$ cat src/rtl/alu_ctrl_pkg.sv
// alu_ctrl_pkg: shared constants for the sequenced ALU control unit.
// Holds the alu_op operation classes, the R-type funct codes, the 4-bit
// ALU control codes and the sequencer state encoding.
package alu_ctrl_pkg;

    // Operation classes driven by the main control unit
    localparam logic [2:0] OP_ADD   = 3'b000;
    localparam logic [2:0] OP_SUB   = 3'b001;
    localparam logic [2:0] OP_RTYPE = 3'b010;
    localparam logic [2:0] OP_BNE   = 3'b011;
    localparam logic [2:0] OP_BGT   = 3'b100;
    localparam logic [2:0] OP_BLT   = 3'b101;

    // R-type function field values recognised when alu_op selects R-type
    localparam logic [5:0] FN_DIV = 6'b100000;
    localparam logic [5:0] FN_MUL = 6'b000001;
    localparam logic [5:0] FN_SUB = 6'b000010;
    localparam logic [5:0] FN_ADD = 6'b000011;
    localparam logic [5:0] FN_OR  = 6'b000100;
    localparam logic [5:0] FN_AND = 6'b000101;

    // ALU control codes presented to the ALU / multiply-divide unit
    localparam logic [3:0] ALU_DIV     = 4'b0000;
    localparam logic [3:0] ALU_MUL     = 4'b0001;
    localparam logic [3:0] ALU_SUB     = 4'b0010;
    localparam logic [3:0] ALU_ADD     = 4'b0011;
    localparam logic [3:0] ALU_OR      = 4'b0100;
    localparam logic [3:0] ALU_AND     = 4'b0101;
    localparam logic [3:0] ALU_BNE     = 4'b0110;
    localparam logic [3:0] ALU_BGT     = 4'b0111;
    localparam logic [3:0] ALU_BLT     = 4'b1000;
    localparam logic [3:0] ALU_ILLEGAL = 4'b1111;

    // Sequencer states: idle, or counting down a multiply / divide
    typedef enum logic [1:0] {
        ST_IDLE    = 2'd0,
        ST_MUL_RUN = 2'd1,
        ST_DIV_RUN = 2'd2
    } state_t;

endpackage

$ cat src/rtl/alu_ctrl_decode.sv
// alu_ctrl_decode: purely combinational decode of alu_op/funct into the
// 4-bit ALU control code plus multi-cycle and illegal classification.
// Divide support is enabled by defining ALU_CTRL_DIV_EN; without it the
// divide funct decodes as illegal and is_div is never raised.
module alu_ctrl_decode
    import alu_ctrl_pkg::*;
(
    input  logic [2:0] alu_op,
    input  logic [5:0] funct,
    output logic [3:0] code,
    output logic       is_mul,
    output logic       is_div,
    output logic       is_illegal
);

    // Map the operation class (and funct for R-type) to a control code
    always_comb begin
        code   = ALU_ILLEGAL;
        is_mul = 1'b0;
        is_div = 1'b0;
        case (alu_op)
            OP_ADD:   code = ALU_ADD;
            OP_SUB:   code = ALU_SUB;
            OP_BNE:   code = ALU_BNE;
            OP_BGT:   code = ALU_BGT;
            OP_BLT:   code = ALU_BLT;
            OP_RTYPE: begin
                case (funct)
                    FN_DIV: begin
`ifdef ALU_CTRL_DIV_EN
                        code   = ALU_DIV;
                        is_div = 1'b1;
`else
                        code   = ALU_ILLEGAL;
`endif
                    end
                    FN_MUL: begin
                        code   = ALU_MUL;
                        is_mul = 1'b1;
                    end
                    FN_SUB:  code = ALU_SUB;
                    FN_ADD:  code = ALU_ADD;
                    FN_OR:   code = ALU_OR;
                    FN_AND:  code = ALU_AND;
                    default: code = ALU_ILLEGAL;
                endcase
            end
            default: code = ALU_ILLEGAL;
        endcase
        is_illegal = (code == ALU_ILLEGAL);
    end

endmodule

$ cat src/rtl/alu_ctrl_seq.sv
// alu_ctrl_seq: sequenced ALU control unit. Registers the decoded ALU
// control code with one cycle of latency and, for multiply/divide, holds
// busy high for MUL_CYCLES / DIV_CYCLES cycles so the pipeline stalls.
// Divide support is enabled by defining ALU_CTRL_DIV_EN.
module alu_ctrl_seq
    import alu_ctrl_pkg::*;
#(
    parameter int MUL_CYCLES = 4,
    parameter int DIV_CYCLES = 8
) (
    input  logic       clk,
    input  logic       rst_n,
    input  logic       op_valid,
    input  logic [2:0] alu_op,
    input  logic [5:0] funct,
    input  logic       flush,
    output logic       op_ready,
    output logic [3:0] alu_control,
    output logic       ctrl_valid,
    output logic       busy,
    output logic       multi_done,
    output logic       illegal
);

`ifdef ALU_CTRL_DIV_EN
    localparam int CNT_SPAN = (MUL_CYCLES > DIV_CYCLES) ? MUL_CYCLES : DIV_CYCLES;
`else
    localparam int CNT_SPAN = MUL_CYCLES;
`endif
    localparam int CNT_W = $clog2(CNT_SPAN + 1);

    localparam logic [CNT_W-1:0] MUL_LOAD = CNT_W'(MUL_CYCLES - 1);
    // Without divide support the decoder never raises is_div, so this load
    // value is unreachable even if it does not fit the narrower counter.
    localparam logic [CNT_W-1:0] DIV_LOAD = CNT_W'(DIV_CYCLES - 1);

    state_t           state_q, state_d;
    logic [CNT_W-1:0] cnt_q, cnt_d;
    logic [3:0]       ctrl_q, ctrl_d;
    logic             ctrl_valid_q, ctrl_valid_d;
    logic             illegal_q, illegal_d;

    logic [3:0] dec_code;
    logic       dec_is_mul;
    logic       dec_is_div;
    logic       dec_is_illegal;
    logic       accept;

    alu_ctrl_decode u_decode (
        .alu_op     (alu_op),
        .funct      (funct),
        .code       (dec_code),
        .is_mul     (dec_is_mul),
        .is_div     (dec_is_div),
        .is_illegal (dec_is_illegal)
    );

    assign busy        = (state_q != ST_IDLE);
    assign op_ready    = ~busy & ~flush;
    assign accept      = op_valid & op_ready;
    // A flushed op must not report completion, even on its last cycle
    assign multi_done  = busy & (cnt_q == '0) & ~flush;
    assign alu_control = ctrl_q;
    assign ctrl_valid  = ctrl_valid_q;
    assign illegal     = illegal_q;

    // Next-state, countdown and output-register load logic
    always_comb begin
        state_d      = state_q;
        cnt_d        = cnt_q;
        ctrl_d       = ctrl_q;
        ctrl_valid_d = 1'b0;
        illegal_d    = 1'b0;
        if (flush) begin
            state_d = ST_IDLE;
            cnt_d   = '0;
        end else begin
            case (state_q)
                ST_IDLE: begin
                    if (accept) begin
                        ctrl_d       = dec_code;
                        ctrl_valid_d = 1'b1;
                        illegal_d    = dec_is_illegal;
                        if (dec_is_mul) begin
                            state_d = ST_MUL_RUN;
                            cnt_d   = MUL_LOAD;
                        end else if (dec_is_div) begin
                            state_d = ST_DIV_RUN;
                            cnt_d   = DIV_LOAD;
                        end
                    end
                end
                ST_MUL_RUN, ST_DIV_RUN: begin
                    if (cnt_q == '0) begin
                        state_d = ST_IDLE;
                    end else begin
                        cnt_d = cnt_q - CNT_W'(1);
                    end
                end
                default: begin
                    state_d = ST_IDLE;
                    cnt_d   = '0;
                end
            endcase
        end
    end

    // State, counter and output registers with synchronous active-low reset
    always_ff @(posedge clk) begin
        if (!rst_n) begin
            state_q      <= ST_IDLE;
            cnt_q        <= '0;
            ctrl_q       <= ALU_ILLEGAL;
            ctrl_valid_q <= 1'b0;
            illegal_q    <= 1'b0;
        end else begin
            state_q      <= state_d;
            cnt_q        <= cnt_d;
            ctrl_q       <= ctrl_d;
            ctrl_valid_q <= ctrl_valid_d;
            illegal_q    <= illegal_d;
        end
    end

endmodule
$ cat config.mk
export PLATFORM = sky130hd
export DESIGN_NAME = alu_ctrl_seq
export DESIGN_NICKNAME = d
export VERILOG_FILES = /design/src/rtl/alu_ctrl_pkg.sv /design/src/rtl/alu_ctrl_decode.sv /design/src/rtl/alu_ctrl_seq.sv
export SDC_FILE = /design/constraint.sdc
export NUM_CORES = 1
export LEC_CHECK = 0
export CORE_AREA = 3 3 40 42
export DETAILED_ROUTE_END_ITERATION = 10
export DIE_AREA = 0 0 43 45
export DONT_BUFFER_PORTS = 1
export SYNTH_ARGS = -nofsm -noshare
export SYNTH_HDL_FRONTEND = slang
export SYNTH_SLANG_ARGS = --single-unit
$ cat constraint.sdc
create_clock -name clk -period 2.6 [get_ports clk]
set_clock_uncertainty 0.2 [all_clocks]
set_input_delay 0.78 -clock clk [delete_from_list [all_inputs] [get_ports clk]]
set_output_delay 0.78 -clock clk [all_outputs]
set_load 0.005 [all_outputs]
==> metrics.txt <==
number of synthesis warnings 0; Synthesized Nets 80; Fin Setup TNS 0 ps; post-CTS sizing 0; port bufs 0; Final Non-Filler Cells 83; worst flop-to-flop path endpoint cnt_q[1]; Slew headroom 81.1%; max-slew violation count 0; crit end category output pin; Initial Util 43.9%; Post-Route Utilization 47.1%; largest family of logic cells by synthesized area simple AND/OR/NAND/NOR gates; unrepaired setup endpoints after global routing no; Root Buffer clkbuf_4; worst reg2reg setup slack 850 ps; HPWL Detailed 892 microns; drt drc 0; cell row count 13; clk_lat worst skew 250 ps; Buffers & Inverters on Critical Path 1; Worst Hold Depth 2; Max H-tree Level 1; WHS Endpoint alu_control[2]; HP Class flip-flop to flip-flop; Max Buffers Root-to-Sink 2; Final Hold Fails 0; Via Count 465; Crit Path Max Fanout 3; RePlAce Congestion 0.742; final instance area 606 sq um; post-synthesis adder-cell area fraction 4.43%; # Post-CTS Setup Buffers 0; dpl cell area 583 sq um; count of different cell masters after synthesis 29; clock slew at reported path FFs 60 ps; # setup viols final 0; I/O pins 22; Final Power 0.000291 W; cts bufs inserted 3; routed wire length 1090 microns; routed vias/inst 5.60; area fraction of the dominant cell type after synthesis 35.5%; CP required 1620 ps; crit start category flip-flop; worst r2r path cells 4; min Tclk post-route 2130 ps; fraction of layout cells with a size suffix above 1 16.2%; max cap viols 0; Post-Synthesis Cell Area 564 sq um; post-synthesis xor/xnor area fraction 3.10%; Die Ht 45 microns; # diodes 0; CTS tree built; clock sink total 10; highest-delay cell along the critical path dfxtp_1; first-pass GRT wire length 1780 microns; Worst VDD drop 145 uV; wire per inst 13.2 microns; Seq/Total Area, Yosys 35.5%; Top Family by Delay on Critical Path simple AND/OR/NAND/NOR gates; Core ar. 1280 sq um; max frequency 469 MHz; FF+latch count, synth 10; die area 1940 sq um; Yosys top cell by area dfxtp_1; grt total ovfl 0; Simple-Gate Fraction of Synth Area 38.8%; commonest non-fill, non-tap cells in the layout dfxtp_1, nor2_1, nand2_1; vias in the first global route 444; first-pass iteration count of the detailed router 4; antenna violations before repair 0; largest net degree at the start of global routing 8; Hold Buf Count CTS 0; post-synthesis mux area share 2.00%; CP max stage delay 310 ps; DP Cell Count 80; chip width 43 microns; Fillers 131; outcome completed; Cell Pwr Density 481 nW/um^2; Crit Path Category flip-flop to output pin; nets@finish 85; Lkg Pwr 0.231 nW; commonest non-fill, non-tap cell in the layout dfxtp_1; Synth Area in Compound Gates 13.5%; CP arrival 1150 ps; DR iter-0 viols 13; worst-margin pin slew 282 ps; synth top area cells dfxtp_1, ha_1, nor4_4; antenna viol nets, final 0; Tcrit/Tclk final 81.9%; Area Growth Syn to Fin 7.32%; Total GRT Usage 12.4%; Synth Area per Inst 8.68 sq um; Post-Syn Instances 65; Worst Hold Launch alu_control[2]; FF-to-FF Start state_q[0]; Critical Path, Cell by Cell inv_1 -> ha_1 -> nand2b_1 -> nor3b_1
==> sequential cells by signal (all words and copies together), names as in the netlist <==
signal / count
cnt_q: 3
alu_control: 4
ctrl_valid: 1
illegal: 1
state_q: 1
==> synthesized netlist by cell type <==
cell type  instances
nor2b_1            1
nor3_2             1
xor2_1             2
and3_1             1
a21o_1             1
and2_1             3
o211ai_1           1
a211oi_2           1
nand2b_1           3
nor3b_1            2
o31a_1             1
nor2_1             5
inv_1              4
a21oi_1            3
nor4b_1            1
nand2_1            5
a31oi_1            1
ha_1               2
mux2_2             1
dfxtp_1           10
nand3_1            4
or3_1              1
or4_4              1
nor4_4             1
o21ai_0            2
a41oi_1            1
nor3_1             3
or3b_2             2
or2_2              1
==> power by group <==
group	switching, W	leakage, nW	total [W]	internal [W]
clock	0.0000485	0.0138	0.000102	0.0000533
combinational	0.0000141	0.135	0.0000284	0.0000142
sequential	0.00000308	0.0815	0.000161	0.000158
==> worst reg2reg max path, stage by stage (launching register included) <==
cell and delay (ps):
dfxtp_1 350, or3b_2 560, nor4_4 310, nor3_2 70, a211oi_2 180
==> per-stage QoR <==
step	hold WS (ps)	setup slack, ps
floorplan	263	384
global placement	284	354
detailed placement	286	342
CTS	296	449
global route	316	396
finish	290	470
==> cells by family (layout without fill, tap and decap cells) <==
family                     after synthesis  count (layout)
adders and majority gates                2               2
buffers and inverters                    4               7
xor gates and xnor gates                 2               2
AOI/OAI and AO/OA                       11              11
muxes                                    1               1
and+or+nand+nor                         35              35
DFF                                     10              10
==> worst max-delay path by stage <==
stage,start,end,depth (start not counted)
floorplan,alu_op[2],alu_control[1],4
CTS,cnt_q[0],multi_done,4
detailed placement,alu_op[2],alu_control[1],4
finish,cnt_q[0],multi_done,4
global route,cnt_q[0],multi_done,4
global placement,alu_op[2],alu_control[1],4
==> layout make-up <==
cell class	instances	area, sq um	share of cell area [%]
multi-input cells	51	349	57.6
flip-flops and latches	10	200	33.1
clock buffers	3	22.5	3.72
well taps	15	18.8	3.10
inverters	4	15.0	2.48
==> metal layers <==
| metal | global-route usage (%) | vias to the layer above | share of wire (%) |
|---|---|---|---|
| met2 | 16.5 | 20 | 41 |
| met4 | 7.23 | 0 | 0 |
| li1 | - | 240 | - |
| met1 | 15.8 | 205 | 46 |
| met3 | 6.77 | 0 | 13 |
| met5 | 0 | - | 0 |
No activity file was read; power rests on OpenSTA's default activity.
